### src/rtl/proc_mem_arbiter_pkg.sv
// proc_mem_arbiter_pkg: memory message layouts, port ids and the in-flight tag format.
package proc_mem_arbiter_pkg;

    localparam logic PORT_IMEM = 1'b0;
    localparam logic PORT_DMEM = 1'b1;

    typedef struct packed {
        logic [2:0]  typ;
        logic [7:0]  opaque;
        logic [31:0] addr;
        logic [1:0]  len;
        logic [31:0] data;
    } mem_req_4B_t;

    typedef struct packed {
        logic [2:0]  typ;
        logic [7:0]  opaque;
        logic [1:0]  test;
        logic [1:0]  len;
        logic [31:0] data;
    } mem_resp_4B_t;

    typedef struct packed {
        logic       src;
        logic [7:0] opaque;
    } tag_t;

    localparam int TAG_W = $bits(tag_t);

    // Opaque sent to memory: source port in the top bit, sequence number below.
    function automatic logic [7:0] mk_opaque(logic src, logic [6:0] seq);
        return {src, seq};
    endfunction

endpackage

### src/rtl/proc_mem_arbiter_tag_fifo.sv
// proc_mem_arbiter_tag_fifo: normal-mode (registered, no bypass) circular FIFO of in-flight tags.
module proc_mem_arbiter_tag_fifo #(
    parameter int DEPTH = 4,
    parameter int WIDTH = 9,
    localparam int AW = $clog2(DEPTH),
    localparam int CW = $clog2(DEPTH + 1)
) (
    input  logic             clk,
    input  logic             reset,
    input  logic             enq_val,
    input  logic [WIDTH-1:0] enq_msg,
    input  logic             deq_rdy,
    output logic             deq_val,
    output logic [WIDTH-1:0] deq_msg,
    output logic [CW-1:0]    num_free_entries
);

    logic [WIDTH-1:0] mem [DEPTH];
    logic [AW-1:0]    wr_ptr, rd_ptr;
    logic [CW-1:0]    count;
    logic             do_enq, do_deq;

    assign do_enq           = enq_val && (count != CW'(DEPTH));
    assign do_deq           = deq_rdy && (count != '0);
    assign deq_val          = count != '0;
    assign deq_msg          = mem[rd_ptr];
    assign num_free_entries = CW'(DEPTH) - count;

    always_ff @(posedge clk) begin
        if (reset) begin
            wr_ptr <= '0;
            rd_ptr <= '0;
            count  <= '0;
        end else begin
            if (do_enq) wr_ptr <= wr_ptr + 1'b1;
            if (do_deq) rd_ptr <= rd_ptr + 1'b1;
            count <= count + CW'(do_enq) - CW'(do_deq);
        end
    end

    always_ff @(posedge clk) begin
        if (do_enq) mem[wr_ptr] <= enq_msg;
    end

endmodule

### src/rtl/proc_mem_arbiter.sv
// proc_mem_arbiter: round-robin imem/dmem arbiter onto one memory port with in-order response steering.
module proc_mem_arbiter
    import proc_mem_arbiter_pkg::*;
#(
    parameter int p_max_inflight = 4
) (
    input  logic        clk,
    input  logic        reset,
    input  logic [76:0] req0_msg,
    input  logic        req0_val,
    output logic        req0_rdy,
    input  logic [76:0] req1_msg,
    input  logic        req1_val,
    output logic        req1_rdy,
    output logic [46:0] resp0_msg,
    output logic        resp0_val,
    input  logic        resp0_rdy,
    output logic [46:0] resp1_msg,
    output logic        resp1_val,
    input  logic        resp1_rdy,
    output logic [76:0] memreq_msg,
    output logic        memreq_val,
    input  logic        memreq_rdy,
    input  logic [46:0] memresp_msg,
    input  logic        memresp_val,
    output logic        memresp_rdy,
    output logic        tag_err
);

    localparam int CW = $clog2(p_max_inflight + 1);

    mem_req_4B_t  req_sel, req_out;
    mem_resp_4B_t mresp, resp_out;
    tag_t         tag_in, head;
    logic         grant, prio, full, head_val, fire, pop;
    logic [6:0]   seq;
    logic [CW-1:0] num_free;

    // full comes from registered occupancy so a same-cycle pop never opens a grant.
    assign full       = num_free == '0;
    assign grant      = (req0_val && req1_val) ? prio : req1_val;
    assign memreq_val = !reset && !full && (req0_val || req1_val);
    assign req0_rdy   = !reset && (grant == PORT_IMEM) && memreq_rdy && !full;
    assign req1_rdy   = !reset && (grant == PORT_DMEM) && memreq_rdy && !full;
    assign fire       = memreq_val && memreq_rdy;

    always_comb begin
        req_sel        = grant ? req1_msg : req0_msg;
        req_out        = req_sel;
        req_out.opaque = mk_opaque(grant, seq);
        tag_in         = '{src: grant, opaque: req_sel.opaque};
    end

    assign memreq_msg = req_out;

    always_comb begin
        mresp           = memresp_msg;
        resp_out        = mresp;
        resp_out.opaque = head.opaque;
    end

    assign resp0_msg   = resp_out;
    assign resp1_msg   = resp_out;
    assign resp0_val   = !reset && memresp_val && head_val && (head.src == PORT_IMEM);
    assign resp1_val   = !reset && memresp_val && head_val && (head.src == PORT_DMEM);
    assign memresp_rdy = !reset && head_val && (head.src ? resp1_rdy : resp0_rdy);
    assign pop         = memresp_val && memresp_rdy;

    proc_mem_arbiter_tag_fifo #(
        .DEPTH (p_max_inflight),
        .WIDTH (TAG_W)
    ) tag_fifo (
        .clk              (clk),
        .reset            (reset),
        .enq_val          (fire),
        .enq_msg          (tag_in),
        .deq_rdy          (pop),
        .deq_val          (head_val),
        .deq_msg          (head),
        .num_free_entries (num_free)
    );

    always_ff @(posedge clk) begin
        if (reset) begin
            prio    <= PORT_DMEM;
            seq     <= '0;
            tag_err <= 1'b0;
        end else begin
            if (fire) begin
                prio <= !grant;
                seq  <= seq + 7'd1;
            end
            if (pop && (mresp.opaque[7] != head.src)) tag_err <= 1'b1;
        end
    end

endmodule

### config.mk
export PLATFORM = sky130hd
export DESIGN_NAME = proc_mem_arbiter
export DESIGN_NICKNAME = d
export VERILOG_FILES = /design/src/rtl/proc_mem_arbiter_pkg.sv /design/src/rtl/proc_mem_arbiter_tag_fifo.sv /design/src/rtl/proc_mem_arbiter.sv
export SDC_FILE = /design/constraint.sdc
export NUM_CORES = 1
export LEC_CHECK = 0
export ABC_AREA = 1
export CELL_PAD_IN_SITES_DETAIL_PLACEMENT = 1
export CELL_PAD_IN_SITES_GLOBAL_PLACEMENT = 1
export CORE_AREA = 2 2 151 153
export CTS_CLUSTER_DIAMETER = 40
export DETAILED_ROUTE_END_ITERATION = 16
export DIE_AREA = 0 0 153 155
export PLACE_DENSITY_LB_ADDON = 0.2
export SETUP_SLACK_MARGIN = 0.3
export SYNTH_ARGS = -nofsm -noshare
export SYNTH_HDL_FRONTEND = slang
export SYNTH_SLANG_ARGS = --single-unit
export TNS_END_PERCENT = 20
### constraint.sdc
create_clock -name clk -period 3.5 [get_ports clk]
set_clock_uncertainty 0.1 [all_clocks]
set_input_delay 0.35 -clock clk [delete_from_list [all_inputs] [get_ports clk]]
set_output_delay 0.35 -clock clk [all_outputs]
set_load 0.02 [all_outputs]
Yosys cells after proc, flatten, opt, wreduce, memory -nomap -nowiden --
Memory sizes are Yosys's and may differ from the RTL's. A register that Yosys moved wholly into a read port is not among the register bits. Index checks and enable logic that the tools add are counted. Widths: inputs -> output; s select.
Operators by class: reduce and logical (&&, ||, !) cells 26, mux-type cells 7, equality and inequality tests 2, $add $sub $neg 6, bitwise gates (word level) 2
Operator list (number):
- $mux 77 | 1
- $logic_and 1x1->1 | 20
- $add 7x1->7 const B | 1
- $add 2x1->2 const B | 2
- $mux 1 | 4
- $mux 2 | 2
- $add 3x1->3 | 1
- $logic_not 1->1 | 3
- $logic_not 3->1 | 1
- $ne 3x3->1 const B | 1
- $reduce_bool 3->1 | 1
- $sub 3x1->3 | 1
- $sub 3x3->3 const A | 1
- $not 1->1 | 2
- $logic_or 1x1->1 | 1
- $ne 1x1->1 | 1
Storage, ports and cells: word-level logic and storage cells 50, bits in registers 16, input bits 209, bits in writable memories 36, memories kept 1, output and inout port bits 178
Memory list:
- tag_fifo.mem | words 4, bits a word 9, rd ports 1, clocked after memory_dff 1, write ports 1, line proc_mem_arbiter_tag_fifo.sv:18 | logic [WIDTH-1:0] mem [DEPTH];

Depth between registers and ports, before layout --
Gate-level depths: netlist (run 1).
word-level depth 9, depth in mapped cells 16, depth with buffers taken out 15

Modules after synthesis --
A second synthesis (run 1) with hierarchy kept.
Second synthesis, totals: cell total of the unflattened synthesis 654, area, all modules 4586.9 µm²
By module, submodules not included:
- proc_mem_arbiter | area each 2700.1 µm², times used 1, cells an instance 491
- proc_mem_arbiter_tag_fifo | area each 1886.8 µm², times used 1, cells an instance 163

Least setup slack after synthesis (run 1) --
Ideal clock, no wire load.
path kind register to register, from register tag_fifo.count[1], to register tag_fifo.count[2], cell stages (with the launch flop) 14, arrival time 2.103 ns, path slack 1.175 ns, data required time 3.278 ns, library setup time 0.122 ns, period minus slack after synthesis 2.325 ns, path through dfxtp_1 nor2_1 ha_1 nor2_2 nand3_2 inv_1 ha_1 inv_1 ha_1 inv_1 fa_1 xor2_1 o21ai_0 a21oi_1
On the way: elaborated cells on any way between the ends 15, classes of those cells add/sub: 3; eq/ne: 1; reduce/logical: 11
RTL lines:
- from (decl) | line proc_mem_arbiter_tag_fifo.sv:20 | logic [CW-1:0] count;
- from (signal assigned) | line proc_mem_arbiter_tag_fifo.sv:37 | count <= count + CW'(do_enq) - CW'(do_deq);
- $reduce_bool 3->1 (*) | line proc_mem_arbiter_tag_fifo.sv:24, proc_mem_arbiter_tag_fifo.sv:25
- $logic_and 1x1->1 (2 in series) | line proc_mem_arbiter.sv:66 | assign memresp_rdy = !reset && head_val && (head.src ? resp1_rdy : resp0_rdy);
- $logic_and 1x1->1 | line proc_mem_arbiter.sv:67 | assign pop = memresp_val && memresp_rdy;
- $logic_and 1x1->1 (*) | line proc_mem_arbiter_tag_fifo.sv:24 | assign do_deq = deq_rdy && (count != '0);
- net tag_fifo.do_deq | line proc_mem_arbiter_tag_fifo.sv:21 | logic do_enq, do_deq;
- $sub 3x1->3 (*) | line proc_mem_arbiter_tag_fifo.sv:37
The timed path passes the listed nets; every way through them passes the cells marked *. A chain may end at the register's enable or synchronous reset.

Worst setup path in the final report (run 1) --
from input req1_val, to output memreq_msg[8]
On the way: word-level cells in the longest chain between the ends 3
RTL lines:
- from (decl) | line proc_mem_arbiter.sv:13 | input logic req1_val,
- $logic_and 1x1->1 | line proc_mem_arbiter.sv:41 | assign grant = (req0_val && req1_val) ? prio : req1_val;
- $mux 1 (*) | line proc_mem_arbiter.sv:41
- $mux 77 (*) | line proc_mem_arbiter.sv:48 | req_sel = grant ? req1_msg : req0_msg;
- to (decl) | line proc_mem_arbiter.sv:21 | output logic [76:0] memreq_msg,
Mark *: on every way between the ends. The rest lies on a longest branch, timed or not.

==> run summary, run 1 <==
• **top cells by area, synth** sky130_fd_sc_hd__buf_4 27%, sky130_fd_sc_hd__edfxtp_1 24%, sky130_fd_sc_hd__nand2_1 21%
• **post-DR vias/cell** 3.98
• **transition time at the pin with the least slew margin** 467 ps
• **maximum clock path buffer count** 2
• **share of cells above drive strength 1** 0.0539
• **Vias** 4011
• **Leak Pwr** 2.71 nW
• **async set-reset flop share out of synthesis** 0
• **Post-Synth Simple-Gate Area** 0.288
• **total number of H-tree levels** 2
• **height of the die** 155 um
• **worst max-slew margin expressed relative to the limit** 0.688
• **end point of the worst hold path** tag_err
• **Final setup viols** 0
• **origin of the worst min-delay path** tag_err
• **sequential-to-total area share from yosys stat** 0.321
• **hold_ws** 354 ps
• **combinational family with the most area after synthesis** buffers and inverters
• **Clk pwr share** 0.245
• **clock sinks** 54
• **portion of total power attributed to sequential cells** 0.329
• **largest fanout on the critical path** 50
• **DIE AREA** 0.0237 mm^2
• **WL per Instance** 15.6 um
• **fillcell total** 2684
• **cell type contributing the most total cell area after synthesis** sky130_fd_sc_hd__buf_4
• **clock period minus final worst setup slack** 2880 ps
• **number of cells on the worst hold path** 2
• **Post-Synthesis Cell Area** 0.00450 mm^2
• **area of the core region** 0.0222 mm^2
• **kind of capture point of the worst setup path** output pin
• **number of clock buffers inserted by TritonCTS** 5
• **depth of the worst register-to-register path** 14
• **global-route wire length before repair** 23900 um
• **most common cell in the synthesized netlist** sky130_fd_sc_hd__nand2_1
• **data arrival time of the critical path** 2430 ps
• **number of warnings issued by yosys** 0
• **share of the synthesized area in compound gates (AO/OA/AOI/OAI)** 0.0498
• **gr ovfl total** 0
• **count of final max-slew check failures** 0
• **number of port buffers** 262
• **area delta synth->final** 43.8%
• **switching power as a share of total power** 0.323
• **number of optimization iterations in the first detailed-route pass** 4
• **cell chosen for the clock root** sky130_fd_sc_hd__clkbuf_16
• **# nets final** 941
• **unique cell type count in the Yosys netlist** 31
• **total wirelength of the detailed-routed design** 15800 um
• **clock input transition at the sequential cells of the worst setup and hold paths** 70 ps
• **power dissipated by switching net loads** 736 uW
• **number of buffers added for setup after CTS** 0
• **routability cong.** 0.820
• **internal power contribution** 1.54 mW
• **synthesized area divided by synthesized cell count** 7.23 um^2
• **IR Drop Worst-Case VDD** 174 uV
• **fraction of the cycle the final worst path needs** 0.822
• **worst min-delay path class** reg2reg
• **number of placed instances with taps included** 1000
• **CP Launch Type** primary input
• **portion of netlist area occupied by mux cells** 0
• **I/O Pins** 387
• **HPWL reported at the end of detailed placement** 12800 um
• **cell area after layout** 0.00647 mm^2
• **Synth Net Count** 841
• **DRC errors left** 0
• **diodes inserted** 0
• **register bit count reported by yosys** 54
• **clock latency at the later pin of the worst-skew pair** 290 ps
• **via count of the first global-routing pass** 4447
• **antenna-violating nets left** 0
• **total chip power** 2.28 mW
• **outcome** finished clean
• **count of hold buffers inserted by post-cts repair** 0
• **unrepaired setup endpoints after global routing** no
• **effective utilization at floorplan** 0.202
• **Reg-to-Reg End** tag_fifo.count[2]
• **Placed Area** 0.00630 mm^2
• **total negative slack** 0 ps
• **count of flip-flops with a built-in enable after synthesis** 36
• **leading post-synthesis cells by instance count** 251 x sky130_fd_sc_hd__nand2_1, 161 x sky130_fd_sc_hd__buf_4, 36 x sky130_fd_sc_hd__edfxtp_1
• **reg-to-reg slack, setup** 750 ps
• **Cell Count, Final, Fillers Out** 1008
• **initial antenna violation count** 0
• **largest net degree at the start of global routing** 79
• **total power per unit cell area** 352 mW/mm^2
• **Req. time, crit path** 3050 ps
• **Core Rows** 55
• **fraction of synthesized cell area in xor and xnor cells** 0.00390
• **iteration-0 DRC count of the detailed router** 130
• **Synth Instances** 622
• **die width** 153 um
• **number of hold-slack violations in the final timing report** 0
• **clock tree from TritonCTS** done
• **fraction of the mapped netlist area in adder cells** 0.0295
• **maximum achievable frequency** 348 MHz
• **Post-CTS Resized** 0
• **Overall Global Routing Usage** 0.128
• **proportion of power drawn by combinational gates** 0.427
• **share of the synthesized area in the top cell type** 0.269
• **Worst Path Class, Setup** in2out
• **maximum capacitance violations** 0
• **Primary FF master, synth** sky130_fd_sc_hd__edfxtp_1
-- cell families after synthesis --
family / after synthesis
AO/OA/AOI/OAI: 41
XOR/XNOR: 2
adder cells (fa/ha/maj): 10
buffers and inverters: 203
flip-flops: 54
AND/OR/NAND/NOR: 312
-- flip-flops by register name, indices dropped and copies added (netlist names), named ones only --
name and cells:
tag_err 1, prio 1, tag_fifo.count 3, tag_fifo.rd_ptr 2, tag_fifo.mem 36, tag_fifo.wr_ptr 2
seq 7
-- layer usage --
layer,track usage,vias to the layer above,routed length [um]
li1,-,1975,-
met2,0.238,218,8210
met5,0,-,0
met1,0.125,1807,5410
met4,0.0260,0,188
met3,0.0710,11,1970
-- how the worst max path moves through the flow --
stage,start,to,depth (start not counted)
after floorplan,tag_fifo.count[1],tag_fifo.count[2],13
after global placement,req1_val,memreq_msg[37],7
after detailed placement,reset,tag_fifo.count[2],14
after CTS,req1_val,memreq_msg[37],7
after global routing,req1_val,memreq_msg[37],7
final,req1_val,memreq_msg[8],7
-- critical path, stage by stage --
cell                              delay (ps)
sky130_fd_sc_hd__clkdlybuf4s50_1         520
sky130_fd_sc_hd__o21ai_4                  90
sky130_fd_sc_hd__inv_2                   360
sky130_fd_sc_hd__buf_12                  280
sky130_fd_sc_hd__nand2_1                  80
sky130_fd_sc_hd__nand2_1                  90
sky130_fd_sc_hd__clkdlybuf4s50_1         620
-- power groups by stage --
stage	clock (mW)	sequential [mW]	combinational (mW)
3_5_place_dp	0	0.764	0.988
5_1_grt	0.593	0.754	1.06
6_report	0.557	0.749	0.971
3_3_place_gp	0	0.761	0.968
2_1_floorplan	0	0.760	0.716
4_1_cts	0.576	0.749	0.994
-- final cells by class --
cell class | count | area [um^2] | share of cell area
Clock inverter | 3 | 45.0 | 0.00697
Inverter | 25 | 97.6 | 0.0151
Sequential cell | 54 | 1440 | 0.223
Timing Repair Buffer | 271 | 2730 | 0.421
Clock buffer | 5 | 125 | 0.0193
Multi-Input combinational cell | 365 | 1680 | 0.259
Tap cell | 285 | 357 | 0.0551
-- per-stage QoR --
step,setup slack (ps),util
after floorplan,1170,-
after global placement,597,0.283
after detailed placement,569,0.283
after CTS,566,0.291
after global routing,448,0.291
final,624,0.291
-- layout by cell type (no fill, tap or decap), drive strengths merged, types with 10 or more instances in the layout --
master	n
inv	24
nand2	256
a21oi	10
edfxtp	36
nand3	12
buf	10
o21ai	21
dfxtp	18
nor2	40
clkdlybuf4s50	261
Note: power is estimated with default switching activity, not from simulation.
==> inputs of run 2 (changes only) <==
- CORE_AREA: 2 2 151 153 -> default
- CORE_MARGIN: default -> 2
- CORE_UTILIZATION: default -> 21
- DIE_AREA: 0 0 153 155 -> default
- clock period: 3.5 -> 2.88 ns (I/O delays scaled with it)
==> run summary, run 2 (synthesis results as in run 1) <==
• **number of optimization iterations in the first detailed-route pass** 4
• **register with the most flip-flops** tag_fifo.mem
• **I/O Pins** 387
• **met3 usage** 0.0739
• **maximum capacitance violations** 0
• **number of placed instances with taps included** 995
• **maximum achievable frequency** 396 MHz
• **depth of the worst register-to-register path** 13
• **transition time at the pin with the least slew margin** 306 ps
• **number of flip-flops under the largest register name** 36
• **cell chosen for the clock root** sky130_fd_sc_hd__clkbuf_16
• **maximum clock path buffer count** 2
• **total wirelength of the detailed-routed design** 16000 um
• **Req. time, crit path** 2490 ps
• **Final setup viols** 0
• **worst max-slew margin expressed relative to the limit** 0.796
• **number of clock buffers inserted by TritonCTS** 5
• **leading cell type in the layout, fill and taps excluded** sky130_fd_sc_hd__nand2_1
• **kind of capture point of the worst setup path** output pin
• **Overall Global Routing Usage** 0.137
• **height of the die** 150 um
• **biggest regs** tag_fifo.mem: 36 flops, seq: 7 flops, tag_fifo.count: 3 flops
• **origin of the worst min-delay path** tag_err
• **fraction of the cycle the final worst path needs** 0.877
• **highest-count cells in the layout ignoring fill and taps** 251 x sky130_fd_sc_hd__nand2_1, 250 x sky130_fd_sc_hd__clkdlybuf4s50_1, 36 x sky130_fd_sc_hd__edfxtp_1
• **routability cong.** 0.848
• **# nets final** 947
• **r2r startpoint** tag_fifo.count[1]
• **DRC errors left** 0
• **slowest stage delay, CP** 610 ps
• **Leak Pwr** 2.88 nW
• **met1 track demand over resource** 0.135
• **area delta synth->final** 46.5%
• **diodes inserted** 0
• **number of port buffers** 262
• **effective utilization at floorplan** 0.214
• **gr ovfl total** 0
• **Core Rows** 53
• **Critical-path top delay cell** sky130_fd_sc_hd__clkdlybuf4s50_1
• **end point of the worst hold path** tag_err
• **initial antenna violation count** 1
• **number of buffers added for setup after CTS** 0
• **Placed Area** 0.00631 mm^2
• **clock latency at the later pin of the worst-skew pair** 290 ps
• **via count of the first global-routing pass** 4449
• **DIE AREA** 0.0226 mm^2
• **final cell utilization of the core** 0.313
• **hold_ws** 350 ps
• **IR Drop Worst-Case VDD** 291 uV
• **Vias** 4037
• **CP Launch Type** primary input
• **antenna-violating nets left** 0
• **post-DR vias/cell** 4.02
• **data arrival time of the critical path** 2140 ps
• **total power per unit cell area** 439 mW/mm^2
• **reg-to-reg slack, setup** 460 ps
• **total negative slack** 0 ps
• **count of final max-slew check failures** 0
• **Cell Count, Final, Fillers Out** 1004
• **largest fanout on the critical path** 15
• **share of cells above drive strength 1** 0.0700
• **clock period minus final worst setup slack** 2520 ps
• **met2 global-route usage** 0.254
• **Worst Path Class, Setup** in2out
• **clock input transition at the sequential cells of the worst setup and hold paths** 60 ps
• **cell area after layout** 0.00659 mm^2
• **number of hold-slack violations in the final timing report** 0
• **worst min-delay path class** reg2reg
• **chain of cells forming the critical path** clkdlybuf4s50_1, inv_1, o21ai_4, buf_4, nand2_1, nand2_1, clkdlybuf4s50_1
• **total number of H-tree levels** 2
• **clock sinks** 54
• **global route hottest layer** met2
• **Reg-to-Reg End** tag_fifo.count[2]
• **die width** 150 um
• **iteration-0 DRC count of the detailed router** 104
• **number of cells on the worst hold path** 2
• **clock tree from TritonCTS** done
• **unrepaired setup endpoints after global routing** yes
• **global-route wire length before repair** 23700 um
• **HPWL reported at the end of detailed placement** 13000 um
• **WL per Instance** 15.9 um
• **largest net degree at the start of global routing** 64
• **area of the core region** 0.0210 mm^2
• **outcome** finished clean
==> run 2: final cells by class <==
| cell class | instances | area (um^2) |
|---|---|---|
| fill | 2500 | 14400 |
| sequential | 54 | 1450 |
| clock buffer | 5 | 125 |
| multi-input combinational | 365 | 1700 |
| clock inverter | 3 | 63.8 |
| inverter | 25 | 105 |
| tap | 275 | 344 |
| timing repair buffer | 277 | 2800 |
==> run 2: report_power, final <==
group / total (mW) / internal [mW] / leakage (nW) / switching [mW]
clock: 0.757 / 0.495 / 0.0915 / 0.262
sequential: 0.922 / 0.885 / 0.475 / 0.0370
combinational: 1.21 / 0.600 / 2.31 / 0.610
total: 2.89 / 1.98 / 2.88 / 0.910
==> run 2: worst max-delay path by stage <==
stage | cells past startpoint | start | to | slack, ps
final | 7 | req0_val | memreq_msg[12] | 360
after global routing | 7 | req0_val | memreq_msg[12] | 210
after CTS | 7 | req0_val | memreq_msg[30] | 300
after detailed placement | 14 | reset | tag_fifo.count[2] | 180
after global placement | 14 | reset | tag_fifo.count[2] | 240
after floorplan | 13 | tag_fifo.count[1] | tag_fifo.count[2] | 550
==> run 2: critical path: cells and delay by family <==
kind | cells | cell delay, ps
compound gates | 1 | 250
buf+inv | 4 | 1410
simple gates | 2 | 180
==> run 2: per-layer routing <==
| layer | vias up | part of all wire |
|---|---|---|
| li1 | 1985 | - |
| met3 | 7 | 0.12 |
| met2 | 194 | 0.53 |
| met5 | - | 0.00081 |
| met1 | 1849 | 0.35 |
| met4 | 2 | 0.0079 |
==> run 2: per-stage QoR <==
stage | power [mW] | worst slack (ps)
after floorplan | 1.79 | 555
after global placement | 2.10 | 240
after detailed placement | 2.13 | 180
after CTS | 2.91 | 303
after global routing | 3.07 | 214
final | 2.89 | 356
==> run 2: repair_timing <==
| item | in CTS | in global routing |
|---|---|---|
| hold buffers | 0 | 0 |
| pin swaps | 0 | 1 |
| resized for setup | 3 | 22 |
| cloned | 0 | 1 |
| endpoints found under the setup margin | 1 | 55 |
